## src/rtl/pip_reg_stage.sv

```systemverilog
// Parametrised pipeline register (1..4 stages) with per-instruction valid, stall hold and per-stage flush.
// Optional performance counters are compiled in when PIP_REG_PERF_EN is defined.
module pip_reg_stage #(
  parameter int DATA_WIDTH = 64,
  parameter int CTRL_WIDTH = 4,
  parameter int STAGES     = 1
) (
  input  logic                  clk_i,
  input  logic                  rst_i,
  input  logic                  stall_i,
  input  logic [STAGES-1:0]     flush_i,
  input  logic                  valid_i,
  input  logic [CTRL_WIDTH-1:0] ctrl_i,
  input  logic [DATA_WIDTH-1:0] data_i,
  output logic                  valid_o,
  output logic [CTRL_WIDTH-1:0] ctrl_o,
`ifdef PIP_REG_PERF_EN
  output logic [31:0]           stall_cnt_o,
  output logic [31:0]           bubble_cnt_o,
`endif
  output logic [DATA_WIDTH-1:0] data_o
);

  if (STAGES < 1 || STAGES > 4) begin : g_stages_chk
    $error("pip_reg_stage: STAGES must be within 1..4");
  end

  logic                  valid_q [STAGES];
  logic                  valid_d [STAGES];
  logic [CTRL_WIDTH-1:0] ctrl_q  [STAGES];
  logic [CTRL_WIDTH-1:0] ctrl_d  [STAGES];
  logic [DATA_WIDTH-1:0] data_q  [STAGES];
  logic [DATA_WIDTH-1:0] data_d  [STAGES];

  // Next-state per stage: flush beats stall, stall beats capture.
  always_comb begin
    for (int k = 0; k < STAGES; k++) begin
      valid_d[k] = valid_q[k];
      ctrl_d[k]  = ctrl_q[k];
      data_d[k]  = data_q[k];
    end
    if (flush_i[0]) begin
      valid_d[0] = 1'b0;
      ctrl_d[0]  = {CTRL_WIDTH{1'b0}};
      data_d[0]  = {DATA_WIDTH{1'b0}};
    end else if (stall_i) begin
      valid_d[0] = valid_q[0];
      ctrl_d[0]  = ctrl_q[0];
      data_d[0]  = data_q[0];
    end else begin
      // Control is gated at capture so an invalid entry can never carry a write enable.
      valid_d[0] = valid_i;
      ctrl_d[0]  = valid_i ? ctrl_i : {CTRL_WIDTH{1'b0}};
      data_d[0]  = data_i;
    end
    for (int k = 1; k < STAGES; k++) begin
      if (flush_i[k]) begin
        valid_d[k] = 1'b0;
        ctrl_d[k]  = {CTRL_WIDTH{1'b0}};
        data_d[k]  = {DATA_WIDTH{1'b0}};
      end else if (stall_i) begin
        valid_d[k] = valid_q[k];
        ctrl_d[k]  = ctrl_q[k];
        data_d[k]  = data_q[k];
      end else begin
        valid_d[k] = valid_q[k-1];
        ctrl_d[k]  = ctrl_q[k-1];
        data_d[k]  = data_q[k-1];
      end
    end
  end

  // Stage registers with synchronous reset.
  always_ff @(posedge clk_i) begin
    if (rst_i) begin
      for (int k = 0; k < STAGES; k++) begin
        valid_q[k] <= 1'b0;
        ctrl_q[k]  <= {CTRL_WIDTH{1'b0}};
        data_q[k]  <= {DATA_WIDTH{1'b0}};
      end
    end else begin
      for (int k = 0; k < STAGES; k++) begin
        valid_q[k] <= valid_d[k];
        ctrl_q[k]  <= ctrl_d[k];
        data_q[k]  <= data_d[k];
      end
    end
  end

  assign valid_o = valid_q[STAGES-1];
  assign ctrl_o  = ctrl_q[STAGES-1];
  assign data_o  = data_q[STAGES-1];

`ifdef PIP_REG_PERF_EN
  function automatic logic [2:0] popcnt(input logic [STAGES-1:0] v);
    logic [2:0] n;
    n = 3'd0;
    for (int i = 0; i < STAGES; i++) begin
      n = n + {2'b00, v[i]};
    end
    return n;
  endfunction

  logic [31:0] stall_cnt_q;
  logic [31:0] stall_cnt_d;
  logic [31:0] bubble_cnt_q;
  logic [31:0] bubble_cnt_d;
  logic [32:0] bubble_sum_s;

  // Saturating counter updates.
  always_comb begin
    bubble_sum_s = {1'b0, bubble_cnt_q} + {30'd0, popcnt(flush_i)};
    if (stall_i && (stall_cnt_q != 32'hFFFF_FFFF)) begin
      stall_cnt_d = stall_cnt_q + 32'd1;
    end else begin
      stall_cnt_d = stall_cnt_q;
    end
    if (bubble_sum_s[32]) begin
      bubble_cnt_d = 32'hFFFF_FFFF;
    end else begin
      bubble_cnt_d = bubble_sum_s[31:0];
    end
  end

  // Counter registers.
  always_ff @(posedge clk_i) begin
    if (rst_i) begin
      stall_cnt_q  <= 32'd0;
      bubble_cnt_q <= 32'd0;
    end else begin
      stall_cnt_q  <= stall_cnt_d;
      bubble_cnt_q <= bubble_cnt_d;
    end
  end

  assign stall_cnt_o  = stall_cnt_q;
  assign bubble_cnt_o = bubble_cnt_q;
`endif

endmodule
```

## config.mk

```make
export PLATFORM = sky130hd
export DESIGN_NAME = pip_reg_stage
export DESIGN_NICKNAME = d
export VERILOG_FILES = /design/src/rtl/pip_reg_stage.sv
export SDC_FILE = /design/constraint.sdc
export NUM_CORES = 1
export LEC_CHECK = 0
export BUFFER_PORTS_ARGS = -buffer_cell sky130_fd_sc_hd__buf_2
export CAP_MARGIN = 10
export CELL_PAD_IN_SITES_DETAIL_PLACEMENT = 0
export CELL_PAD_IN_SITES_GLOBAL_PLACEMENT = 2
export CORE_ASPECT_RATIO = 0.5
export CORE_MARGIN = 2
export CORE_UTILIZATION = 26
export CTS_CLUSTER_SIZE = 16
export DETAILED_ROUTE_END_ITERATION = 7
export PLACE_DENSITY_LB_ADDON = 0.1
export SYNTH_ARGS = -nofsm -noshare
export SYNTH_HDL_FRONTEND = slang
export SYNTH_SLANG_ARGS = --single-unit
```

## constraint.sdc

```tcl
create_clock -name clk_i -period 1.85 [get_ports clk_i]
set_clock_uncertainty 0.2 [all_clocks]
set_input_delay 0 -clock clk_i [delete_from_list [all_inputs] [get_ports clk_i]]
set_output_delay 0 -clock clk_i [all_outputs]
set_load 0.01 [all_outputs]
```

### Word-level counts from Yosys, hierarchy flattened

Memories as Yosys holds them, arrays and structs flattened.
Cells that the tools add are included.

* $add $sub $neg: 0
* multiply operators: 0
* divide/modulo/power cells: 0
* order comparisons: 0
* equal/unequal tests: 0
* shift-type cells: 0
* muxes and demuxes: 16
* bitwise logic cells: 0
* reductions and logical operators: 3

Operators by type and width (count)
* two-way mux 64 bit: 3
* OR reduction 64 bit: 1
* two-way mux 4 bit: 4
* two-way mux 1 bit: 9
* OR reduction 4 bit: 1
* OR reduction 1 bit: 1

* register bits: 0
* latch bits: 0
* memory bits (writable): 69
* memory bits (read-only): 0
* input bits: 73
* output and inout port bits: 69
* word-level logic and storage cells: 22
* memories: 3

Memories
* data_q: words 1, bits a word 64, read ports 1, clocked after memory_dff 0, write ports 1, RTL line 32 `logic [DATA_WIDTH-1:0] data_q [STAGES];`
* ctrl_q: words 1, bits a word 4, read ports 1, clocked after memory_dff 0, write ports 1, RTL line 30 `logic [CTRL_WIDTH-1:0] ctrl_q [STAGES];`
* valid_q: words 1, bits a word 1, read ports 1, clocked after memory_dff 0, write ports 1, RTL line 28 `logic valid_q [STAGES];`

### Longest topological paths before layout

Gate-level depths: netlist of the first run.

* depth in word-level cells: 4
* gate-level depth with buffers: 5
* depth with buffers taken out: 2

### Worst setup path before layout of the first run

No wires, ideal clock.

* kind: input to register
* from: in flush_i
* to: mem data_q[0][57]
* arrival time: 0.668 ns
* data required time: 1.586 ns
* setup slack: 0.918 ns
* cell stages on the path: 5
* path buffers: 3
* cells stage by stage: or2_1 -> buf_6 -> buf_6 -> buf_6 -> nor2_1

* word-level cells in the longest chain between the ends: 2

Ends and longest elaborated chain
* from (decl): RTL line 11 `input logic [STAGES-1:0] flush_i,`
* two-way mux 64 bit: RTL line 42 `if (flush_i[0]) begin`
* two-way mux 64 bit (no source line)
* to (decl): RTL line 32

No other way between the ends.

### Worst setup path in the final report of the first run

* from: in valid_i
* to: mem ctrl_q[0][2]

* word-level cells in the longest chain between the ends: 4

Ends and longest elaborated chain
* from (decl): RTL line 12 `input logic valid_i,`
* two-way mux 4 bit: RTL line 53 `ctrl_d[0] = valid_i ? ctrl_i : {CTRL_WIDTH{1'b0}};`
* two-way mux 4 bit: RTL line 46 `end else if (stall_i) begin`
* two-way mux 4 bit: RTL line 42
* two-way mux 4 bit (no source line)
* to (decl): RTL line 30

No other way between the ends.

==> summary.md, run 1 <==
| Metric | Value |
|---|---|
| Status | `complete, no violations` |
| DR DRC count | `0` |
| Die Wd | `141 µm` |
| Most common cell in the netlist | `dfxtp_1` |
| GR Layer Usage met3 | `0.0558` |
| Psw | `790 µW` |
| Root Driver | `clkbuf_16` |
| Startpoint class of the critical path | `input pin` |
| Worst Hold Class | `in -> reg` |
| Syn avg cell area | `10.8 µm²` |
| Grt met2 use | `0.255` |
| H-tree depth | `3` |
| Later-pin clock latency in the skew report | `0.32 ns` |
| Post-synthesis cell type count | `11` |
| Post-synth EDFFs | `0` |
| CP required | `1.89 ns` |
| Synth area leader | `dfxtp_1` |
| Clock sink count | `69` |
| DRT Wirelength | `6.99 mm` |
| Layout cells sized above 1 | `0.341` |
| Initial core utilization | `0.263` |
| Placed cells | `478` |
| TritonCTS clock tree | `done` |
| Final Hold Viols | `0` |
| Clock transition at path regs | `0.05 ns` |
| Sequential area share after synthesis | `0.562` |
| TritonCTS buffer count | `9` |
| Port bufs | `141` |
| Num ports | `142` |
| Worst-margin pin slew | `0.727 ns` |
| Post-route ant nets | `0` |
| Met1 Use GR | `0.149` |
| Crit-path slowest cell | `dlygate4sd3_1` |
| PwrDens | `801 nW/µm²` |
| RSZ-0062 raised after global routing | `no` |
| Clock buffer depth | `2` |
| Yosys warns | `0` |
| Initial antenna violation count | `0` |
| Leak | `2.21 nW` |
| Vias | `2360` |
| Worst Path Buf+Inv | `3` |
| Largest net degree at the start of global routing | `70` |
| CP top delay family | `buffers and inverters` |
| DRT Pass-1 Iters | `4` |
| Switching Fraction | `0.222` |
| Grt peak-use layer | `met2` |
| Final #Nets | `533` |
| Min Clock Period, post-route | `1.44 ns` |
| Ys flop type | `dfxtp_1` |
| Die area | `10300 µm²` |
| Crit-path max FO | `5` |
| Vias in the first global route | `2446` |
| Internal | `2.77 mW` |
| Top cells by count, synth | `69 x dfxtp_1, 65 x mux2i_1, 65 x nor2_1` |
| Arrival @ worst endpoint | `1.48 ns` |
| CORE AREA | `9320 µm²` |
| Most used cell, CP | `dlygate4sd3_1` |
| Area delta synth->final | `80.9%` |
| Final Max Slew Viols | `0` |
| Combinational Power Share | `0.138` |
| N_diodes | `0` |
| Area share of the largest cell type after synthesis | `0.562` |
| Per-cell routed wire length | `12.0 µm` |
| Maximum VDD drop | `403 µV` |
| Max Freq | `695 MHz` |
| FILL cells | `893` |
| Setup TNS | `0 ns` |
| Setup CP Type | `in -> reg` |
| GRT overflow | `0` |
| Crit-path max cell delay | `0.56 ns` |
| First-pass GRT wire length | `11.2 mm` |
| Critical Path, Cell by Cell | `dlygate4sd3_1, buf_2, nand3b_1, dlygate4sd3_1, a21oi_1` |
| Core Rows | `25` |
| Mapped Cells | `228` |
| Chip Height | `72.7 µm` |
| Syn_nets | `301` |
| Worst slew margin relative to its limit | `0.516` |
| Vias/cell | `4.03` |
| Crit end category | `flop` |
| Max-cap viol count | `0` |
| Finish-stage setup viols | `0` |
| Final Non-Filler Cells | `585` |
| Async set-reset flop share out of synthesis | `0` |
| RD Place Congestion | `0.661` |
| DP HPWL | `4.21 mm` |
| Share of power burned in registers | `0.438` |
| Seq cells post-synth | `69` |
| Initial DRC Count | `88` |
| Final worst-path cycle share | `0.778` |
| Clk pwr share | `0.424` |
| All-Layer GR Usage | `0.140` |
| Cell area after synthesis | `2460 µm²` |
| Synth top area cells | `dfxtp_1 56%, mux2i_1 26%, nor2_1 9.9%` |
## through the flow
| stage | power [mW] | util | hold WS (ns) | area [µm²] | setup slack (ns) |
|---|---|---|---|---|---|
| 4_1_cts | 3.63 | 0.477 | 0.00515 | 4440 | 0.448 |
| 3_3_place_gp | 1.92 | 0.350 | 0.0284 | 3260 | 0.600 |
| 3_5_place_dp | 1.93 | 0.350 | 0.0362 | 3260 | 0.583 |
| 2_1_floorplan | 1.78 | - | -0.0561 | 2460 | 0.918 |
| 5_1_grt | 3.74 | 0.477 | 0.0308 | 4440 | 0.364 |
| 6_report | 3.56 | 0.477 | 0.0141 | 4440 | 0.412 |
## power by group through the flow
stage                     Combinational, mW  Sequential (mW)  Clock, mW
after global routing                  0.537             1.56       1.64
after floorplan                       0.165             1.61          0
after detailed placement              0.335             1.59          0
after global placement                0.332             1.59          0
after CTS                             0.492             1.56       1.58
final                                 0.491             1.56       1.51
## routing by layer
| layer | share of wire | wire, µm | vias up |
|---|---|---|---|
| li1 | - | - | 1215 |
| met1 | 0.41 | 2900 | 1072 |
| met2 | 0.51 | 3580 | 71 |
| met3 | 0.069 | 484 | 2 |
| met4 | 0.0050 | 35 | 0 |
| met5 | 0 | 0 | - |
## cells by family after synthesis
logic type,after synthesis,share of synthesized area
multiplexers,65,0.265
flip-flops,69,0.562
AO/OA/AOI/OAI,4,0.00815
buffers and inverters,16,0.0443
AND/OR/NAND/NOR,74,0.120
## state kept, by name, summed over array words and instances, names as in the netlist
name / flops
data_q: 64
ctrl_q: 4
valid_q: 1
## tightest hold or removal path, stage by stage
cell	delay, ns
buf_4	0.23
mux2i_1	0.16
nor2_1	0.08
## path summary, 6_finish.rpt
check             cells after the start  slack [ns]     startpoint             to
hold reg to reg                       2        0.25   ctrl_q[0][3]   ctrl_q[0][3]
setup reg to reg                      3        0.46  data_q[0][12]  data_q[0][12]
hold / removal                        3        0.01        stall_i   data_q[0][4]
setup / recovery                      5        0.41        valid_i   ctrl_q[0][2]
## cell type report
cell class,count,area [µm²],share of cell area
clock inverter,2,10.0,0.00225
tap,121,151,0.0341
clock buffer,13,250,0.0563
timing repair buffer,237,1680,0.379
sequential,69,1380,0.311
multi-input combinational,143,966,0.217
## what timing repair did
item / in CTS / in global routing
setup buffers: 0 / 0
resized for setup: 0 / 0
hold buffers: 92 / 0
endpoints found under the hold margin: 69 / 0
## cell usage in the layout, fill, tap and decap left out, types with 2 or more instances in the layout
cell type	n
nor2_1	65
buf_2	140
mux2i_1	65
clkinv_2	2
dlygate4sd3_1	92
buf_12	2
buf_4	3
a21oi_1	4
dfxtp_1	69
nand3b_1	4
clkbuf_1	3
clkbuf_16	9
nand2_1	4
(Power assumes the default switching activity.)
==> inputs of run 2 (changes only) <==
--- a/config.mk
+++ b/config.mk
@@ -11,7 +11,7 @@
 export CELL_PAD_IN_SITES_GLOBAL_PLACEMENT = 2
 export CORE_ASPECT_RATIO = 0.5
 export CORE_MARGIN = 2
-export CORE_UTILIZATION = 26
+export CORE_UTILIZATION = 24
 export CTS_CLUSTER_SIZE = 16
 export DETAILED_ROUTE_END_ITERATION = 7
 export PLACE_DENSITY_LB_ADDON = 0.1
==> constraint.sdc (replaced) <==
create_clock -name clk_i -period 1.4 [get_ports clk_i]
set_clock_uncertainty 0.2 [all_clocks]
set_input_delay 0 -clock clk_i [delete_from_list [all_inputs] [get_ports clk_i]]
set_output_delay 0 -clock clk_i [all_outputs]
set_load 0.01 [all_outputs]
==> summary.md, run 2 (synthesis gave the netlist of run 1 again) <==
| Metric | Value |
|---|---|
| Most used cell, CP | `dlygate4sd3_1` |
| Worst Hold Class | `in -> reg` |
| Clock buffer depth | `2` |
| Core Rows | `26` |
| Largest net degree at the start of global routing | `70` |
| CP required | `1.45 ns` |
| Clock sink count | `69` |
| Max Freq | `737 MHz` |
| Port bufs | `141` |
| Crit path from | `valid_i` |
| Area delta synth->final | `78.7%` |
| PwrDens | `1200 nW/µm²` |
| Min Clock Period, post-route | `1.36 ns` |
| Worst slew margin relative to its limit | `0.792` |
| Final Instance Area | `4390 µm²` |
| Setup TNS | `0 ns` |
| Crit end category | `flop` |
| Post-route ant nets | `0` |
| DRT Wirelength | `6.56 mm` |
| Core Util, Final | `0.435` |
| Final worst-path cycle share | `0.969` |
| Largest register by flop count | `data_q` |
| R2r startpoint | `data_q[0][51]` |
| Initial DRC Count | `31` |
| Worst-margin pin slew | `0.311 ns` |
| N_diodes | `0` |
| Final Hold Viols | `0` |
| Worst-case reg-to-reg path depth | `2` |
| TritonCTS buffer count | `9` |
| Crit-path max cell delay | `0.55 ns` |
| RSZ-0062 raised after global routing | `no` |
| Root Driver | `clkbuf_16` |
| DRT Pass-1 Iters | `4` |
| Biggest regs | `data_q: 64 flops, ctrl_q: 4 flops, valid_q: 1 flops` |
| Crit-path max FO | `5` |
| Die area | `11100 µm²` |
| Status | `complete, no violations` |
| Maximum VDD drop | `587 µV` |
| First-pass GRT wire length | `10.2 mm` |
| Die Wd | `147 µm` |
| Placed cell areas | `3290 µm²` |
| Chip Height | `75.5 µm` |
| Most common cell after layout, fill and taps aside | `buf_2` |
| Final #Nets | `514` |
| Max-cap viol count | `0` |
| H-tree depth | `3` |
| Most frequent cells in the layout | `139 x buf_2, 73 x dlygate4sd3_1, 69 x dfxtp_1` |
| Arrival @ worst endpoint | `1.41 ns` |
| Startpoint class of the critical path | `input pin` |
| Initial core utilization | `0.244` |
| Initial antenna violation count | `0` |
| Final Max Slew Viols | `0` |
| Clock transition at path regs | `0.06 ns` |
| Setup crit end | `ctrl_q[0][2]` |
| Setup CP Type | `in -> reg` |
| Crit-path slowest cell | `dlygate4sd3_1` |
| All-Layer GR Usage | `0.117` |
| DP HPWL | `4.30 mm` |
| Number of flip-flops in the largest register | `64` |
| DR DRC count | `0` |
| Vias in the first global route | `2371` |
| GRT overflow | `0` |
| Critical Path, Cell by Cell | `dlygate4sd3_1, buf_6, nand3b_1, dlygate4sd3_1, a21oi_1` |
| Leak | `2.20 nW` |
| Worst R2R End | `data_q[0][51]` |
| TritonCTS clock tree | `done` |
| Internal reg-to-reg setup slack | `0.57 ns` |
| Layout cells sized above 1 | `0.365` |
| RD Place Congestion | `0.685` |
| Per-cell routed wire length | `11.2 µm` |
| Vias/cell | `3.95` |
| Finish-stage setup viols | `0` |
| Vias | `2317` |
| Num ports | `142` |
| Later-pin clock latency in the skew report | `0.32 ns` |
| CORE AREA | `10100 µm²` |
run 2: cell count changes in the layout (fill, tap and decap cells not counted), sizes merged:
cell and delta:
bufinv +3, clkbuf -3, clkinv -1, clkinvlp +2, dlygate4sd3 -19
run 2: layer usage:
| metal | track usage | wire [µm] |
|---|---|---|
| met1 | 0.134 | 2970 |
| met2 | 0.202 | 3070 |
| met3 | 0.0539 | 497 |
| met4 | 0.0385 | 19 |
| met5 | 0 | 0 |
run 2: report_power, final:
group          leakage [nW]  internal [mW]  switching (mW)
combinational          1.47          0.361           0.241
clock                 0.165           1.78           0.814
sequential            0.562           2.03          0.0301
total                  2.20           4.17            1.08
run 2: how the worst min path moves through the flow:
| stage | startpoint | to | slack, ns | depth (start not counted) |
|---|---|---|---|---|
| 2_1_floorplan | data_i[0] | data_q[0][0] | -0.06 | 2 |
| 3_3_place_gp | data_i[25] | data_q[0][25] | 0.03 | 3 |
| 3_5_place_dp | data_i[25] | data_q[0][25] | 0.04 | 3 |
| 4_1_cts | stall_i | data_q[0][17] | 0.04 | 4 |
| 5_1_grt | stall_i | data_q[0][39] | 0.07 | 4 |
| 6_report | stall_i | data_q[0][17] | 0.05 | 4 |
run 2: cell type report:
type                       count  area, µm²
clock buffer                  10        239
multi-input combinational    143        970
sequential                    69       1380
fill                        1004       5700
clock inverter                 6        110
tap                          140        175
timing repair buffer         218       1510
run 2: per-stage QoR:
step	std cells	hold WS [ns]	worst slack [ns]	power, mW
detailed placement	496	0.0391	0.343	2.55
global route	586	0.0678	0.00208	5.50
global placement	496	0.0281	0.357	2.54
CTS	587	0.0401	0.0301	5.35
finish	586	0.0455	0.0441	5.26
floorplan	228	-0.0561	0.468	2.35
run 2: timing repair:
action / CTS / global route
hold buffers: 75 / 0
endpoints found under the setup margin: 0 / 4
endpoints found under the hold margin: 69 / 0
buffers inserted: 0 / 1
resized for setup: 0 / 3
run 2: worst max-delay path, delay by kind of cell:
| kind | cells | cell delay (ns) |
|---|---|---|
| compound gates | 1 | 0.13 |
| buf+inv | 3 | 1.22 |
| simple gates | 1 | 0.06 |
==> inputs of run 3 (changes only) <==
--- a/config.mk
+++ b/config.mk
@@ -9,7 +9,7 @@
 export CAP_MARGIN = 10
 export CELL_PAD_IN_SITES_DETAIL_PLACEMENT = 0
 export CELL_PAD_IN_SITES_GLOBAL_PLACEMENT = 2
-export CORE_ASPECT_RATIO = 0.5
+export CORE_ASPECT_RATIO = 1.75
 export CORE_MARGIN = 2
 export CORE_UTILIZATION = 24
 export CTS_CLUSTER_SIZE = 16
==> summary.md, run 3 (synthesis gave the netlist of run 1 again) <==
| Metric | Value |
|---|---|
| Clock buffer depth | `2` |
| Crit end category | `flop` |
| DRT Pass-1 Iters | `2` |
| R2r startpoint | `data_q[0][33]` |
| Die Wd | `80.5 µm` |
| Number of flip-flops in the largest register | `64` |
| Arrival @ worst endpoint | `1.35 ns` |
| DP HPWL | `4.59 mm` |
| Internal reg-to-reg setup slack | `0.06 ns` |
| CTS resizes | `0` |
| Tightest hold margin | `0.0147 ns` |
| Vias/cell | `4.08` |
| Switching Fraction | `0.222` |
| Crit-path max FO | `1` |
| Largest register by flop count | `data_q` |
| CORE AREA | `9910 µm²` |
| Initial DRC Count | `36` |
| Clock sink count | `69` |
| Worst Path Buf+Inv | `3` |
| Die area | `11100 µm²` |
| Layout cells sized above 1 | `0.353` |
| Internal | `3.66 mW` |
| Root Driver | `clkbuf_16` |
| Area delta synth->final | `75.4%` |
| Share of power burned in registers | `0.438` |
| Placed cells | `481` |
| RSZ-0062 raised after global routing | `no` |
| DR DRC count | `0` |
| Port bufs | `141` |
| Vias | `2336` |
| First-pass GRT wire length | `10.6 mm` |
| Num ports | `142` |
| Worst-case reg-to-reg path depth | `3` |
| Post-route ant nets | `0` |
| CP top delay family | `buffers and inverters` |
| Initial antenna violation count | `0` |
| Final worst-path cycle share | `0.968` |
| Setup CP Type | `in -> reg` |
| Min Clock Period, post-route | `1.36 ns` |
| Max-cap viol count | `0` |
| Maximum VDD drop | `596 µV` |
| All-Layer GR Usage | `0.127` |
| Combinational Power Share | `0.129` |
| Most frequent cells in the layout | `140 x buf_2, 77 x dlygate4sd3_1, 69 x dfxtp_1` |
| N_diodes | `0` |
| Most common cell after layout, fill and taps aside | `buf_2` |
| Startpoint class of the critical path | `input pin` |
| Core Rows | `48` |
| Status | `complete, no violations` |
| Setup bufs post-CTS | `0` |
| Max Freq | `738 MHz` |
| Final Hold Viols | `0` |
| Clock transition at path regs | `0.05 ns` |
| Placed cell areas | `3270 µm²` |
| Final Non-Filler Cells | `572` |
| Per-cell routed wire length | `12.1 µm` |
| Final #Nets | `517` |
| Critical Path, Cell by Cell | `dlygate4sd3_1, buf_2, nand3b_1, dlygate4sd3_1, a21oi_1` |
| Worst R2R End | `data_q[0][33]` |
| Biggest regs | `data_q: 64 flops, ctrl_q: 4 flops, valid_q: 1 flops` |
| H-tree depth | `3` |
| Hold EP | `ctrl_q[0][1]` |
| Setup TNS | `0 ns` |
| GRT overflow | `0` |
| Later-pin clock latency in the skew report | `0.32 ns` |
| Clk pwr share | `0.433` |
| Crit path from | `ctrl_i[3]` |
| Vias in the first global route | `2282` |
| Crit-path max cell delay | `0.55 ns` |
| Finish-stage setup viols | `0` |
| PwrDens | `1090 nW/µm²` |
| Hold depth | `4` |
| RD Place Congestion | `0.642` |
| Chip Height | `138 µm` |
| Final Max Slew Viols | `0` |
| CP required | `1.40 ns` |
| Final Instance Area | `4310 µm²` |
| Leak | `2.17 nW` |
| Worst-margin pin slew | `0.363 ns` |
| Worst slew margin relative to its limit | `0.757` |
| Largest net degree at the start of global routing | `70` |
| Min-delay src | `stall_i` |
| Worst Hold Class | `in -> reg` |
| Initial core utilization | `0.248` |
| TritonCTS clock tree | `done` |
| DRT Wirelength | `6.92 mm` |
| Final Total Pwr | `4.71 mW` |
| TritonCTS buffer count | `9` |
| Most used cell, CP | `dlygate4sd3_1` |
| Crit-path slowest cell | `dlygate4sd3_1` |
| Psw | `1.05 mW` |
## run 3: area by class of cell
cell class	instances	area, µm²
clock buffers	12	256
multi-input cells	143	966
fillers	989	5600
well taps	125	156
flip-flops and latches	69	1380
repair buffers	221	1540
clock inverters	2	10.0
## run 3: timing repair
item                                    4_1_cts  5_1_grt
hold buffers                                 82        2
endpoints found under the setup margin        0        7
hold endpoints to repair                     69        6
## run 3: worst max-delay path by stage
stage / endpoint / slack, ns / depth (start not counted)
final: ctrl_q[0][3] / 0.04 / 5
after global routing: data_q[0][33] / 0.003 / 3
after CTS: data_q[0][28] / 0.03 / 3
after detailed placement: data_q[0][10] / 0.27 / 4
after global placement: data_q[0][15] / 0.28 / 4
after floorplan: data_q[0][57] / 0.47 / 5
## run 3: per-layer routing
layer	vias up	wire length (µm)	track usage
met5	-	0	0
met4	0	159	0.0763
met3	14	464	0.0321
met2	83	3640	0.224
met1	1056	2650	0.132
li1	1183	-	-
## run 3: power groups by stage
stage	registers [mW]	clock network (mW)	logic (mW)
2_1_floorplan	2.13	0	0.218
3_3_place_gp	2.10	0	0.449
3_5_place_dp	2.10	0	0.450
4_1_cts	2.06	2.12	0.632
5_1_grt	2.07	2.18	0.668
6_report	2.06	2.04	0.608
## run 3: stage by stage
stage          worst slack [ns]   util
5_1_grt                 0.00298  0.435
3_5_place_dp              0.275  0.330
3_3_place_gp              0.283  0.330
4_1_cts                  0.0346  0.440
2_1_floorplan             0.468      -
6_report                 0.0447  0.435
## run 3: worst register-to-register path, stage by stage, from the launching register on
cell	delay, ns
dfxtp_1	0.30
mux2i_1	0.11
dlygate4sd3_1	0.56
nor2_1	0.04
